**src/rtl/instr_enc_pkg.sv**
```systemverilog
// Shared types and constants for the instruction encoder/loader:
// instruction formats, MIPS opcodes, loader states and error-bit positions.
package instr_enc_pkg;

    typedef enum logic [1:0] {
        FMT_R   = 2'd0,
        FMT_I   = 2'd1,
        FMT_J   = 2'd2,
        FMT_BAD = 2'd3
    } fmt_e;

    localparam logic [5:0] OP_RTYPE = 6'd0;
    localparam logic [5:0] OP_J     = 6'd2;
    localparam logic [5:0] OP_JAL   = 6'd3;
    localparam logic [5:0] OP_BEQ   = 6'd4;
    localparam logic [5:0] OP_ADDI  = 6'd8;
    localparam logic [5:0] OP_SLTI  = 6'd10;
    localparam logic [5:0] OP_LW    = 6'd35;
    localparam logic [5:0] OP_SW    = 6'd43;

    typedef enum logic [1:0] {
        ST_IDLE = 2'd0,
        ST_LOAD = 2'd1,
        ST_DONE = 2'd2
    } state_e;

    localparam int ERR_FMT      = 0;
    localparam int ERR_MISMATCH = 1;
    localparam int ERR_FULL     = 2;

    // Opcodes that only make sense in the J format.
    function automatic logic is_jump_op(input logic [5:0] op);
        return (op == OP_J) || (op == OP_JAL);
    endfunction

endpackage

```
**src/rtl/instr_word_encoder.sv**
```systemverilog
// Combinational field-to-word encoder for MIPS R/I/J formats.
// Flags the illegal format code and opcodes that do not belong to the format.
module instr_word_encoder
    import instr_enc_pkg::*;
(
    input  logic [1:0]  fmt_s,
    input  logic [5:0]  op_s,
    input  logic [4:0]  rs_s,
    input  logic [4:0]  rt_s,
    input  logic [4:0]  rd_s,
    input  logic [4:0]  shamt_s,
    input  logic [5:0]  funct_s,
    input  logic [15:0] imm_s,
    input  logic [25:0] target_s,
    output logic [31:0] word_s,
    output logic        illegal_s,
    output logic        mismatch_s
);

    // Pack the fields of the selected format and classify the opcode.
    always_comb begin
        word_s     = 32'h0;
        illegal_s  = 1'b0;
        mismatch_s = 1'b0;
        case (fmt_s)
            FMT_R: begin
                word_s     = {op_s, rs_s, rt_s, rd_s, shamt_s, funct_s};
                mismatch_s = (op_s != OP_RTYPE);
            end
            FMT_I: begin
                word_s     = {op_s, rs_s, rt_s, imm_s};
                mismatch_s = (op_s == OP_RTYPE) || is_jump_op(op_s);
            end
            FMT_J: begin
                word_s     = {op_s, target_s};
                mismatch_s = !is_jump_op(op_s);
            end
            default: begin
                illegal_s = 1'b1;
            end
        endcase
    end

endmodule

```
**src/rtl/instr_encoder_loader.sv**
```systemverilog
// Program loader: accepts instruction-field beats, encodes them and writes
// them to consecutive instruction-memory words while holding the CPU in reset.
// Optional running XOR checksum of written words: define ENC_CHECKSUM_EN.
module instr_encoder_loader
    import instr_enc_pkg::*;
#(
    parameter int ADDR_W = 8
) (
    input  logic              clk_i,
    input  logic              rst_i,
    input  logic              start_i,
    input  logic              valid_i,
    output logic              ready_o,
    input  logic              last_i,
    input  logic [1:0]        fmt_i,
    input  logic [5:0]        op_i,
    input  logic [4:0]        rs_i,
    input  logic [4:0]        rt_i,
    input  logic [4:0]        rd_i,
    input  logic [4:0]        shamt_i,
    input  logic [5:0]        funct_i,
    input  logic [15:0]       imm_i,
    input  logic [25:0]       target_i,
    output logic              imem_we_o,
    output logic [ADDR_W-1:0] imem_addr_o,
    output logic [31:0]       imem_wdata_o,
    output logic [ADDR_W:0]   count_o,
    output logic              busy_o,
    output logic              done_o,
    output logic              cpu_hold_o,
    output logic [2:0]        err_o,
    output logic [31:0]       checksum_o
);

    state_e            state_r, state_nxt_s;
    logic              load_r, done_r, hold_r;
    logic [ADDR_W-1:0] ptr_r, ptr_nxt_s;
    logic [ADDR_W:0]   count_r, count_nxt_s;
    logic [2:0]        err_r, err_nxt_s;
    logic              we_r, we_nxt_s;
    logic [ADDR_W-1:0] addr_r, addr_nxt_s;
    logic [31:0]       wdata_r, wdata_nxt_s;
    logic [31:0]       enc_word_s;
    logic              enc_illegal_s, enc_mismatch_s;
    logic              full_s;

    instr_word_encoder u_enc (
        .fmt_s      (fmt_i),
        .op_s       (op_i),
        .rs_s       (rs_i),
        .rt_s       (rt_i),
        .rd_s       (rd_i),
        .shamt_s    (shamt_i),
        .funct_s    (funct_i),
        .imm_s      (imm_i),
        .target_s   (target_i),
        .word_s     (enc_word_s),
        .illegal_s  (enc_illegal_s),
        .mismatch_s (enc_mismatch_s)
    );

    // The current beat would land on the last memory word.
    assign full_s = (ptr_r == {ADDR_W{1'b1}});

    // Next state, write scheduling, pointer/count and sticky error update.
    always_comb begin
        state_nxt_s = state_r;
        ptr_nxt_s   = ptr_r;
        count_nxt_s = count_r;
        err_nxt_s   = err_r;
        we_nxt_s    = 1'b0;
        addr_nxt_s  = addr_r;
        wdata_nxt_s = wdata_r;
        if (start_i) begin
            // Start wins over any beat presented in the same cycle.
            state_nxt_s = ST_LOAD;
            ptr_nxt_s   = {ADDR_W{1'b0}};
            count_nxt_s = {(ADDR_W+1){1'b0}};
            err_nxt_s   = 3'b000;
        end else begin
            case (state_r)
                ST_LOAD: begin
                    if (valid_i) begin
                        if (enc_illegal_s) begin
                            err_nxt_s[ERR_FMT] = 1'b1;
                            state_nxt_s        = last_i ? ST_DONE : ST_LOAD;
                        end else begin
                            we_nxt_s    = 1'b1;
                            addr_nxt_s  = ptr_r;
                            wdata_nxt_s = enc_word_s;
                            ptr_nxt_s   = ptr_r + ADDR_W'(1);
                            count_nxt_s = count_r + (ADDR_W+1)'(1);
                            err_nxt_s[ERR_MISMATCH] = err_r[ERR_MISMATCH] | enc_mismatch_s;
                            err_nxt_s[ERR_FULL]     = err_r[ERR_FULL] | (full_s & ~last_i);
                            state_nxt_s = (last_i || full_s) ? ST_DONE : ST_LOAD;
                        end
                    end else begin
                        state_nxt_s = ST_LOAD;
                    end
                end
                ST_IDLE: state_nxt_s = ST_IDLE;
                ST_DONE: state_nxt_s = ST_DONE;
                default: state_nxt_s = ST_IDLE;
            endcase
        end
    end

    // State register plus registered status outputs decoded from the next state.
    always_ff @(posedge clk_i or posedge rst_i) begin
        if (rst_i) begin
            state_r <= ST_IDLE;
            load_r  <= 1'b0;
            done_r  <= 1'b0;
            hold_r  <= 1'b1;
        end else begin
            state_r <= state_nxt_s;
            load_r  <= (state_nxt_s == ST_LOAD);
            done_r  <= (state_nxt_s == ST_DONE);
            hold_r  <= (state_nxt_s != ST_DONE);
        end
    end

    // Datapath registers: pointer, count, errors and the memory write port.
    always_ff @(posedge clk_i or posedge rst_i) begin
        if (rst_i) begin
            ptr_r   <= {ADDR_W{1'b0}};
            count_r <= {(ADDR_W+1){1'b0}};
            err_r   <= 3'b000;
            we_r    <= 1'b0;
            addr_r  <= {ADDR_W{1'b0}};
            wdata_r <= 32'h0;
        end else begin
            ptr_r   <= ptr_nxt_s;
            count_r <= count_nxt_s;
            err_r   <= err_nxt_s;
            we_r    <= we_nxt_s;
            addr_r  <= addr_nxt_s;
            wdata_r <= wdata_nxt_s;
        end
    end

`ifdef ENC_CHECKSUM_EN
    logic [31:0] csum_r, csum_nxt_s;

    // Fold each scheduled write into the running checksum; start clears it.
    always_comb begin
        csum_nxt_s = csum_r;
        if (start_i) begin
            csum_nxt_s = 32'h0;
        end else if (we_nxt_s) begin
            csum_nxt_s = csum_r ^ wdata_nxt_s;
        end else begin
            csum_nxt_s = csum_r;
        end
    end

    // Checksum register, updated together with the write strobe.
    always_ff @(posedge clk_i or posedge rst_i) begin
        if (rst_i) begin
            csum_r <= 32'h0;
        end else begin
            csum_r <= csum_nxt_s;
        end
    end

    assign checksum_o = csum_r;
`else
    assign checksum_o = 32'h0;
`endif

    assign ready_o      = load_r;
    assign busy_o       = load_r;
    assign done_o       = done_r;
    assign cpu_hold_o   = hold_r;
    assign count_o      = count_r;
    assign err_o        = err_r;
    assign imem_we_o    = we_r;
    assign imem_addr_o  = addr_r;
    assign imem_wdata_o = wdata_r;

endmodule
```
**config.mk**
```make
export PLATFORM = sky130hd
export DESIGN_NAME = instr_encoder_loader
export DESIGN_NICKNAME = d
export VERILOG_FILES = /design/src/rtl/instr_enc_pkg.sv /design/src/rtl/instr_word_encoder.sv /design/src/rtl/instr_encoder_loader.sv
export SDC_FILE = /design/constraint.sdc
export NUM_CORES = 1
export LEC_CHECK = 0
export BUFFER_PORTS_ARGS = -buffer_cell sky130_fd_sc_hd__clkbuf_2
export CAP_MARGIN = 15
export CORE_MARGIN = 2
export CORE_UTILIZATION = 40
export DETAILED_ROUTE_END_ITERATION = 16
export GPL_TIMING_DRIVEN = 1
export PLACE_DENSITY = 0.85
export SLEW_MARGIN = 20
export SYNTH_ARGS = -nofsm -noshare
export SYNTH_HDL_FRONTEND = slang
export SYNTH_SLANG_ARGS = --single-unit
```
**constraint.sdc**
```tcl
create_clock -name clk_i -period 1.8 [get_ports clk_i]
set_input_delay 0.09 -clock clk_i [delete_from_list [all_inputs] [get_ports clk_i]]
set_output_delay 0.09 -clock clk_i [all_outputs]
set_load 0.05 [all_outputs]
```
==> results of run 1 <==
Yosys cell counts, types with 5 or more instances:
library cell	count	share of area, %
a21oi_1	39	5.6
buf_4	33	7.2
clkbuf_1	12	1.3
dfrtp_1	65	47
inv_1	10	1.1
mux2_4	12	5.2
mux2i_1	16	4.6
nand2_1	37	4.0
nand3_1	6	0.87
nand4_1	5	0.90
nor2_1	27	2.9
nor2b_1	13	2.4
o21ai_0	30	4.3
o21ai_1	7	1.0
or3_1	7	1.3
xnor2_1	7	1.8
per-layer routing:
layer / GRT usage [%] / vias to the layer above / wire [um]
li1: - / 1445 / -
met1: 22.0 / 1411 / 3430
met2: 32.0 / 158 / 4370
met3: 4.05 / 15 / 710
met4: 7.04 / 0 / 193
met5: 0 / - / 0
repair_timing:
| action | 4_1_cts | 5_1_grt |
|---|---|---|
| gates cloned | 1 | 2 |
| hold buffers | 5 | 0 |
| endpoints found under the hold margin | 69 | 0 |
| pin swaps | 1 | 3 |
| endpoints found under the setup margin | 33 | 20 |
| setup buffers | 0 | 2 |
| gates resized for setup | 6 | 4 |
registers in the layout, summed over array words and instances (netlist names):
signal and flops:
imem_wdata_o 32, count_o 9, imem_addr_o 8, ptr_r 8, err_o 3, state_r 2
busy_o 1, cpu_hold_o 1, done_o 1, imem_we_o 1
cell type report:
class	count	share of cell area [%]
inverters	10	0.824
multi-input cells	263	34.0
clock inverters	6	1.98
repair buffers	158	20.9
clock buffers	10	3.02
flip-flops and latches	66	36.3
well taps	105	2.89
worst register-to-register path: stages, from the launching register on:
cell and delay (ns):
dfrtp_1 0.39, inv_2 0.07, ha_4 0.16, nand2_2 0.07
or3_4 0.45, buf_12 0.18, clkbuf_16 0.17, nand2_1 0.06
o21ai_0 0.08
power by group through the flow:
stage,sequential (uW),clock [uW],combinational [uW]
after detailed placement,1800,0,1510
after CTS,1780,1450,1530
after global placement,1800,0,1470
after global routing,1810,1520,1630
final,1780,1420,1540
after floorplan,2410,0,556
logic make-up (layout without fill, tap and decap cells):
family | count (synthesis) | after routing
other | 1 | 32
AND/OR/NAND/NOR | 108 | 108
multiplexers | 28 | 28
adder cells (fa/ha/maj) | 4 | 4
AO/OA/AOI/OAI | 83 | 83
flip-flops | 66 | 66
buffers and inverters | 63 | 184
XOR/XNOR | 8 | 8
layout by cell type (no fill, tap or decap), types with 2 or more instances in the layout:
| master | instances |
|---|---|
| nor2_1 | 27 |
| bufinv_16 | 2 |
| clkbuf_16 | 2 |
| inv_1 | 8 |
| nand2_1 | 36 |
| and2_1 | 2 |
| mux2i_1 | 16 |
| nand4_1 | 5 |
| xnor2_1 | 7 |
| nand3_1 | 6 |
| nor4_1 | 3 |
| nor3_1 | 2 |
| clkbuf_2 | 137 |
| clkbuf_8 | 10 |
| ha_1 | 3 |
| o21ai_0 | 27 |
| dlygate4sd3_1 | 5 |
| nor2b_1 | 12 |
| o21a_1 | 3 |
| buf_4 | 10 |
| buf_12 | 3 |
| or4_1 | 2 |
| clkinv_4 | 2 |
| inv_2 | 2 |
| or3_1 | 6 |
| dfrtp_1 | 65 |
| conb_1 | 32 |
| mux2_4 | 12 |
| a21oi_1 | 39 |
| o21ai_1 | 10 |
worst paths after layout:
path	from	end	depth (start not counted)
worst max-delay path	state_r[1]$_DFF_PP0_	imem_wdata_o[16]$_DFFE_PP0P_	8
worst min-delay path	op_i[0]	imem_wdata_o[26]$_DFFE_PP0P_	2
worst max register to register	state_r[1]$_DFF_PP0_	imem_wdata_o[16]$_DFFE_PP0P_	8
worst min register to register	imem_wdata_o[6]$_DFFE_PP0P_	imem_wdata_o[6]$_DFFE_PP0P_	2
max in group asynchronous	rst_i	cpu_hold_o$_DFF_PP1_	4
min in group asynchronous	rst_i	imem_we_o$_DFF_PP0_	4
per-stage QoR:
step	setup TNS (ns)	setup WS (ns)	total power [uW]	area [um^2]
floorplan	0	0.0568	2960	3570
global placement	0	0.0300	3270	4160
detailed placement	-0.997	-0.0940	3310	4160
CTS	0	0.0446	4760	4470
global route	-0.0698	-0.0116	4960	4550
finish	0	0.0556	4740	4550
==> flow_metrics.env, run 1 <==
export IMPL_p_leak_uw=0.00237
export IMPL_synth_area_um2=3460
export IMPL_numCtsBuffers=9
export IMPL_fmax_ghz=0.573
export IMPL_critical_path_top_delay_family="simple AND/OR/NAND/NOR gates"
export IMPL_drt_iter0_markers=87
export IMPL_max_cap_viol_count=0
export IMPL_root_buffer="clkbuf_8"
export IMPL_grt_max_degree=67
export IMPL_core_um2=8300
export IMPL_crit_chain="inv_2, ha_4, nand2_2, or3_4, buf_12, clkbuf_16, nand2_1, o21ai_0"
export IMPL_cts_sinks=66
export IMPL_fp_dieArea_um2=9400
export IMPL_start_kind="flop"
export IMPL_synthSimpleGateAreaFrac_pct=14.8
export IMPL_nNetsFinal=593
export IMPL_synth_compound_area_share_pct=12.6
export IMPL_status="finished clean"
export IMPL_hold_slack_ns=0.0202
export IMPL_relSlewSlack_pct=31.9
export IMPL_dp_hpwl_um=6310
export IMPL_fillerInstances=730
export IMPL_crit_type="flop to flop"
export IMPL_p_comb_share_pct=32.5
export IMPL_routedWlPerCell_um=14.1
export IMPL_p_seq_share_pct=37.6
export IMPL_r2r_slack_ns=0.06
export IMPL_instances_no_fill=618
export IMPL_syn_inst=361
export IMPL_critPathMaxStageDelay_ns=0.45
export IMPL_cp_arrival_ns=1.98
export IMPL_final_hold_violation_count=0
export IMPL_path_max_fanout=15
export IMPL_grt_antenna_before_repair=0
export IMPL_syn_to_final_growth_pct=31.7
export IMPL_synth_top_family_by_area="simple AND/OR/NAND/NOR gates"
export IMPL_drtAntennaViolNets=0
export IMPL_hp_class="input port to flop"
export IMPL_antennaDiodeCount=0
export IMPL_seq_area_um2=1650
export IMPL_async_reset_ff_share_pct=100
export IMPL_clock_latency_ns=0.35
export IMPL_grt_usage_pct=18.3
export IMPL_worstPathRequired_ns=2.03
export IMPL_grt_pass1_wl_um=14000
export IMPL_overflow=0
export IMPL_p_per_area_nw_per_um2=1040
export IMPL_gp_congestion=0.847
export IMPL_yosys_area_share_adder_pct=1.45
export IMPL_dp_cells=592
export IMPL_ir_drop_uv=542
export IMPL_clock_power_share_pct=29.9
export IMPL_ys_seq_area_share_pct=47.8
export IMPL_synth_edff_count=0
export IMPL_synthXorXnorAreaFrac_pct=2.03
export IMPL_critPathBufInv=3
export IMPL_clk_pin_slew_worst_paths_ns=0.08
export IMPL_p_sw_uw=1850
export IMPL_multi_input_area_um2=1550
export IMPL_via_per_inst=4.90
export IMPL_synth_ff_type="dfrtp_1"
export IMPL_muxShareOfSynthArea_pct=9.84
export IMPL_setup_viol=0
export IMPL_power_internal_uw=2890
export IMPL_final_util_pct=54.9
export IMPL_period_share_pct=96.9
export IMPL_dr_pass1_iters=5
export IMPL_slowest_stage="or3_4"
export IMPL_io_pins=170
export IMPL_ctsHtreeMaxLevel=3
export IMPL_die_w_um=97.0
export IMPL_drive_gt1_share_pct=37.4
export IMPL_drc=0
export IMPL_skew_ns=0.00575
export IMPL_yosysUniqueCellTypes=34
export IMPL_num_rows=33
export IMPL_drt_total_wl_um=8710
export IMPL_port_buffers=137
export IMPL_period_minus_slack_ns=1.74
export IMPL_tightestPinTransition_ns=1.02
export IMPL_grt_pass1_vias=2926
export IMPL_initial_core_util_pct=41.7
export IMPL_swShare_pct=39.0
export IMPL_avgSynthCellArea_um2=9.58
export IMPL_vias=3029
export IMPL_fp_dieH_um=97.0
export IMPL_cts_buffer_depth=2
export IMPL_cts_tree="built"
export IMPL_end_kind="flop"
export IMPL_slew_viol_final=0
export IMPL_yosysWarnings=0
export IMPL_ys_ff_latch=66
(Power assumes the default switching activity.)
==> inputs of run 2 (changes only) <==
- RECOVER_POWER: not set -> 50
==> flow_metrics.env, run 2 (synthesis results as in run 1) <==
export IMPL_busiest_layer="met2"
export IMPL_ctsHtreeMaxLevel=3
export IMPL_antennaDiodeCount=0
export IMPL_fillerInstances=742
export IMPL_dp_hpwl_um=6310
export IMPL_clk_pin_slew_worst_paths_ns=0.08
export IMPL_drtAntennaViolNets=0
export IMPL_initial_core_util_pct=41.7
export IMPL_p_per_area_nw_per_um2=1050
export IMPL_fin_area_um2=4510
export IMPL_end_kind="flop"
export IMPL_reg2reg_to="imem_wdata_o[16]$_DFFE_PP0P_"
export IMPL_power_internal_uw=2870
export IMPL_numCtsBuffers=9
export IMPL_nNetsFinal=593
export IMPL_die_w_um=97.0
export IMPL_p_comb_share_pct=32.2
export IMPL_port_buffers=137
export IMPL_drt_iter0_markers=92
export IMPL_final_common_cell="clkbuf_2"
export IMPL_final_cell_mix="113 x clkbuf_2, 65 x dfrtp_1, 39 x a21oi_1"
export IMPL_setup_viol=0
export IMPL_gp_congestion=0.847
export IMPL_relSlewSlack_pct=32.3
export IMPL_cts_buffer_depth=2
export IMPL_clock_power_share_pct=30.1
export IMPL_dr_pass1_iters=4
export IMPL_num_rows=33
export IMPL_reg2reg_depth=8
export IMPL_status="finished clean"
export IMPL_root_buffer="clkbuf_8"
export IMPL_grt_usage_pct=18.3
export IMPL_period_minus_slack_ns=1.75
export IMPL_cts_tree="built"
export IMPL_grtUsageMet1_pct=22.0
export IMPL_tightestPinTransition_ns=1.01
export IMPL_gr_usage_met3_pct=4.05
export IMPL_setup_slack_ns=0.0549
export IMPL_largest_reg_flops=32
export IMPL_fp_dieArea_um2=9400
export IMPL_p_leak_uw=0.00229
export IMPL_fmax_ghz=0.573
export IMPL_cts_sinks=66
export IMPL_worstPathRequired_ns=2.03
export IMPL_r2r_start="state_r[1]$_DFF_PP0_"
export IMPL_p_sw_uw=1850
export IMPL_slew_viol_final=0
export IMPL_grt_pass1_vias=2926
export IMPL_fp_dieH_um=97.0
export IMPL_io_pins=170
export IMPL_cp_startpoint="state_r[1]$_DFF_PP0_"
export IMPL_drive_gt1_share_pct=32.6
export IMPL_drt_total_wl_um=8700
export IMPL_routedWlPerCell_um=14.1
export IMPL_core_um2=8300
export IMPL_swShare_pct=39.2
export IMPL_grt_pass1_wl_um=14000
export IMPL_postPlaceCellArea_um2=4160
export IMPL_cp_arrival_ns=1.97
export IMPL_vias=3042
export IMPL_met2_usage_pct=32.0
export IMPL_start_kind="flop"
export IMPL_clock_latency_ns=0.34
export IMPL_hp_class="input port to flop"
export IMPL_drc=0
export IMPL_fin_setup_tns_ns=0
export IMPL_ir_drop_uv=530
export IMPL_r2r_slack_ns=0.05
export IMPL_dp_worst_setup_slack_ns=-0.0940
export IMPL_via_per_inst=4.92
export IMPL_hold_start="op_i[0]"
export IMPL_crit_type="flop to flop"
export IMPL_path_max_fanout=15
export IMPL_skew_ns=0.00601
export IMPL_final_hold_violation_count=0
export IMPL_final_util_pct=54.3
export IMPL_critPathCapture="imem_wdata_o[16]$_DFFE_PP0P_"
export IMPL_grt_antenna_before_repair=0
export IMPL_period_share_pct=96.9
export IMPL_max_cap_viol_count=0
export IMPL_p_seq_share_pct=37.8
export IMPL_overflow=0
export IMPL_syn_to_final_growth_pct=30.5
export IMPL_grt_max_degree=67
==> run 2: cell types whose count changed in the layout (fill, tap and decap cells not counted), sizes merged <==
cell    delta
clkinv     +1
inv        -1
buf        -1
clkbuf     +1
==> run 2: how the worst min path moves through the flow <==
stage	endpoint	depth (start not counted)
floorplan	state_r[0]$_DFF_PP0_	1
global placement	imem_we_o$_DFF_PP0_	3
detailed placement	imem_we_o$_DFF_PP0_	3
CTS	imem_wdata_o[26]$_DFFE_PP0P_	2
global route	imem_wdata_o[26]$_DFFE_PP0P_	2
finish	imem_wdata_o[26]$_DFFE_PP0P_	2
==> run 2: worst max-delay path: stages, from the launching register on <==
cell and delay [ns]:
dfrtp_1 0.39, inv_2 0.07, ha_4 0.16, nand2_2 0.07
or3_4 0.45, buf_12 0.18, clkbuf_16 0.17, nand2_1 0.06
o21ai_0 0.07
==> run 2: what timing repair did <==
| action | in CTS | in global routing |
|---|---|---|
| buffers inserted | 0 | 2 |
| pin swaps | 1 | 3 |
| hold buffers | 5 | 0 |
| gates resized for setup | 6 | 4 |
| setup endpoints to repair | 33 | 20 |
| hold endpoints to repair | 69 | 0 |
| cloned | 1 | 2 |
==> run 2: layout make-up <==
cell class	instances	area [um^2]	share of cell area, %
Timing Repair Buffer	158	911	20.2
Sequential cell	66	1650	36.6
Clock buffer	10	138	3.05
Inverter	10	37.5	0.832
Clock inverter	6	90.1	2.00
Tap cell	105	131	2.91
Multi-Input combinational cell	263	1550	34.4
==> run 2: metal layers <==
| layer | part of all wire (%) | vias up |
|---|---|---|
| met1 | 39 | 1423 |
| li1 | - | 1446 |
| met2 | 50 | 158 |
| met3 | 8.1 | 15 |
| met5 | 0 | - |
| met4 | 2.2 | 0 |
==> run 2: through the flow <==
| stage | hold slack [ns] | std cells | total power (uW) |
|---|---|---|---|
| final | 0.0210 | 618 | 4720 |
| after global routing | 0.0219 | 618 | 4930 |
| after CTS | 0.00962 | 614 | 4760 |
| after detailed placement | 0.173 | 592 | 3310 |
| after global placement | 0.170 | 592 | 3270 |
| after floorplan | 0.182 | 392 | 2960 |
==> run 2: power by group through the flow <==
| stage | Clock, uW | Sequential, uW | Combinational, uW |
|---|---|---|---|
| 5_1_grt | 1520 | 1810 | 1610 |
| 3_3_place_gp | 0 | 1800 | 1470 |
| 2_1_floorplan | 0 | 2410 | 556 |
| 4_1_cts | 1450 | 1780 | 1530 |
| 6_report | 1420 | 1780 | 1520 |
| 3_5_place_dp | 0 | 1800 | 1510 |
==> inputs of run 3 (changes only) <==
- PLACE_DENSITY: 0.85 -> not set
- PLACE_DENSITY_LB_ADDON: not set -> 0.12
==> flow_metrics.env, run 3 (synthesis results as in run 1) <==
export IMPL_path_max_fanout=7
export IMPL_overflow=0
export IMPL_fin_setup_tns_ns=0
export IMPL_clock_power_share_pct=26.8
export IMPL_worstPathRequired_ns=2.06
export IMPL_hold_end="imem_wdata_o[26]$_DFFE_PP0P_"
export IMPL_fp_dieArea_um2=9400
export IMPL_drt_total_wl_um=7980
export IMPL_reg2reg_to="count_o[6]$_DFFE_PP0P_"
export IMPL_final_common_cell="clkbuf_2"
export IMPL_start_kind="flop"
export IMPL_hp_class="input port to flop"
export IMPL_reg2reg_depth=6
export IMPL_postPlaceCellArea_um2=4170
export IMPL_numCtsBuffers=9
export IMPL_cts_buffer_depth=2
export IMPL_r2r_slack_ns=0.09
export IMPL_slew_viol_final=0
export IMPL_io_pins=170
export IMPL_crit_chain="inv_1, ha_1, and2_2, nand4_1, or3_1, a21oi_1"
export IMPL_largest_reg_flops=32
export IMPL_relSlewSlack_pct=33.3
export IMPL_clock_latency_ns=0.33
export IMPL_drt_iter0_markers=82
export IMPL_multi_input_area_um2=1530
export IMPL_port_buffers=137
export IMPL_end_kind="flop"
export IMPL_instances_no_fill=616
export IMPL_drive_gt1_share_pct=30.7
export IMPL_fillerInstances=829
export IMPL_swShare_pct=39.3
export IMPL_ir_drop_uv=381
export IMPL_dp_hpwl_um=5950
export IMPL_period_minus_slack_ns=1.71
export IMPL_status="finished clean"
export IMPL_routedWlPerCell_um=13.0
export IMPL_fmax_ghz=0.585
export IMPL_root_buffer="clkbuf_8"
export IMPL_holdPathStages=2
export IMPL_r2r_start="state_r[1]$_DFF_PP0_"
export IMPL_final_hold_violation_count=0
export IMPL_ctsHtreeMaxLevel=3
export IMPL_grt_antenna_before_repair=0
export IMPL_cts_tree="built"
export IMPL_p_sw_uw=1750
export IMPL_gp_congestion=0.771
export IMPL_skew_ns=0.00676
export IMPL_grt_max_degree=67
export IMPL_grt_pass1_vias=2739
export IMPL_p_leak_uw=0.00223
export IMPL_dr_pass1_iters=4
export IMPL_max_cap_viol_count=0
export IMPL_drc=0
export IMPL_nNetsFinal=592
export IMPL_grt_usage_pct=17.2
export IMPL_via_per_inst=4.60
export IMPL_tightestPinTransition_ns=0.996
export IMPL_clk_pin_slew_worst_paths_ns=0.07
export IMPL_die_w_um=97.0
export IMPL_power_internal_uw=2700
export IMPL_cts_sinks=66
export IMPL_p_comb_share_pct=33.3
export IMPL_cp_arrival_ns=1.97
export IMPL_initial_core_util_pct=41.7
export IMPL_core_um2=8300
export IMPL_period_share_pct=95.0
export IMPL_num_rows=33
export IMPL_fp_dieH_um=97.0
export IMPL_vias=2835
export IMPL_syn_to_final_growth_pct=27.2
export IMPL_total_power_uw=4450
export IMPL_antennaDiodeCount=0
export IMPL_hold_start="op_i[0]"
export IMPL_rsz0062_at_grt="false"
export IMPL_crit_type="flop to flop"
export IMPL_drtAntennaViolNets=0
export IMPL_grt_pass1_wl_um=13000
export IMPL_p_per_area_nw_per_um2=1010
export IMPL_p_seq_share_pct=39.9
export IMPL_fin_area_um2=4400
export IMPL_final_cell_mix="110 x clkbuf_2, 65 x dfrtp_1, 39 x a21oi_1"
export IMPL_dp_cells=594
export IMPL_seq_area_um2=1650
export IMPL_slowest_stage="or3_1"
export IMPL_setup_viol=0
export IMPL_critPathMaxStageDelay_ns=0.42
## run 3: changes by cell type in the layout (fill, tap and decap cells not counted), moves of 2 or more
cell / before / now
clkbuf_2: 113 / 110
clkinv_4: 2 / 0
clkbuf_1: 24 / 29
inv_1: 8 / 10
## run 3: worst max-delay path by stage
| stage | startpoint | to | slack, ns | depth (start not counted) |
|---|---|---|---|---|
| 2_1_floorplan | rst_i | busy_o$_DFF_PP0_ | 0.06 | 1 |
| 3_3_place_gp | fmt_i[1] | imem_wdata_o[21]$_DFFE_PP0P_ | 0.04 | 5 |
| 3_5_place_dp | fmt_i[1] | imem_wdata_o[24]$_DFFE_PP0P_ | -0.004 | 5 |
| 4_1_cts | state_r[1]$_DFF_PP0_ | imem_wdata_o[15]$_DFFE_PP0P_ | 0.005 | 8 |
| 5_1_grt | state_r[1]$_DFF_PP0_ | count_o[8]$_DFFE_PP0P_ | 0.002 | 6 |
| 6_report | state_r[1]$_DFF_PP0_ | count_o[6]$_DFFE_PP0P_ | 0.09 | 6 |
## run 3: metrics by stage
stage / util [%] / hold WS [ns] / setup slack [ns]
finish: 53.0 / 0.0192 / 0.0899
global placement: 50.3 / 0.172 / 0.0416
floorplan: - / 0.182 / 0.0568
global route: 53.0 / 0.00948 / 0.00207
CTS: 53.1 / 0.00443 / 0.00464
detailed placement: 50.3 / 0.174 / -0.00432
## run 3: per-layer routing
layer	wire length (um)	up-vias	GRT usage, %
li1	-	1441	-
met1	3360	1267	21.0
met2	3910	116	28.7
met3	614	11	5.49
met4	103	0	5.96
met5	0	-	0
## run 3: worst max-delay path, delay by kind of cell (launching register included)
kind | cells | cell delay, ns
compound gates | 1 | 0.14
fa+ha+maj | 1 | 0.17
buf+inv | 1 | 0.06
flops | 1 | 0.39
simple gates | 3 | 0.88
## run 3: layout make-up
class                           instances  area share (%)
Clock buffer                           12            3.30
Clock inverter                          3           0.910
Inverter                               10           0.853
Multi-Input combinational cell        263            34.9
Sequential cell                        66            37.6
Tap cell                              105            2.99
Timing Repair Buffer                  157            19.5
## run 3: power by group through the flow
stage	registers [uW]	logic [uW]	clock network [uW]
2_1_floorplan	2410	556	0
3_3_place_gp	1800	1490	0
3_5_place_dp	1800	1510	0
4_1_cts	1780	1510	1240
5_1_grt	1800	1580	1310
6_report	1780	1480	1190
## run 3: repair_timing
action,in CTS,in global routing
setup endpoints to repair,0,34
endpoints found under the hold margin,69,0
resized for setup,0,4
hold buffers,5,0
setup buffers,0,1
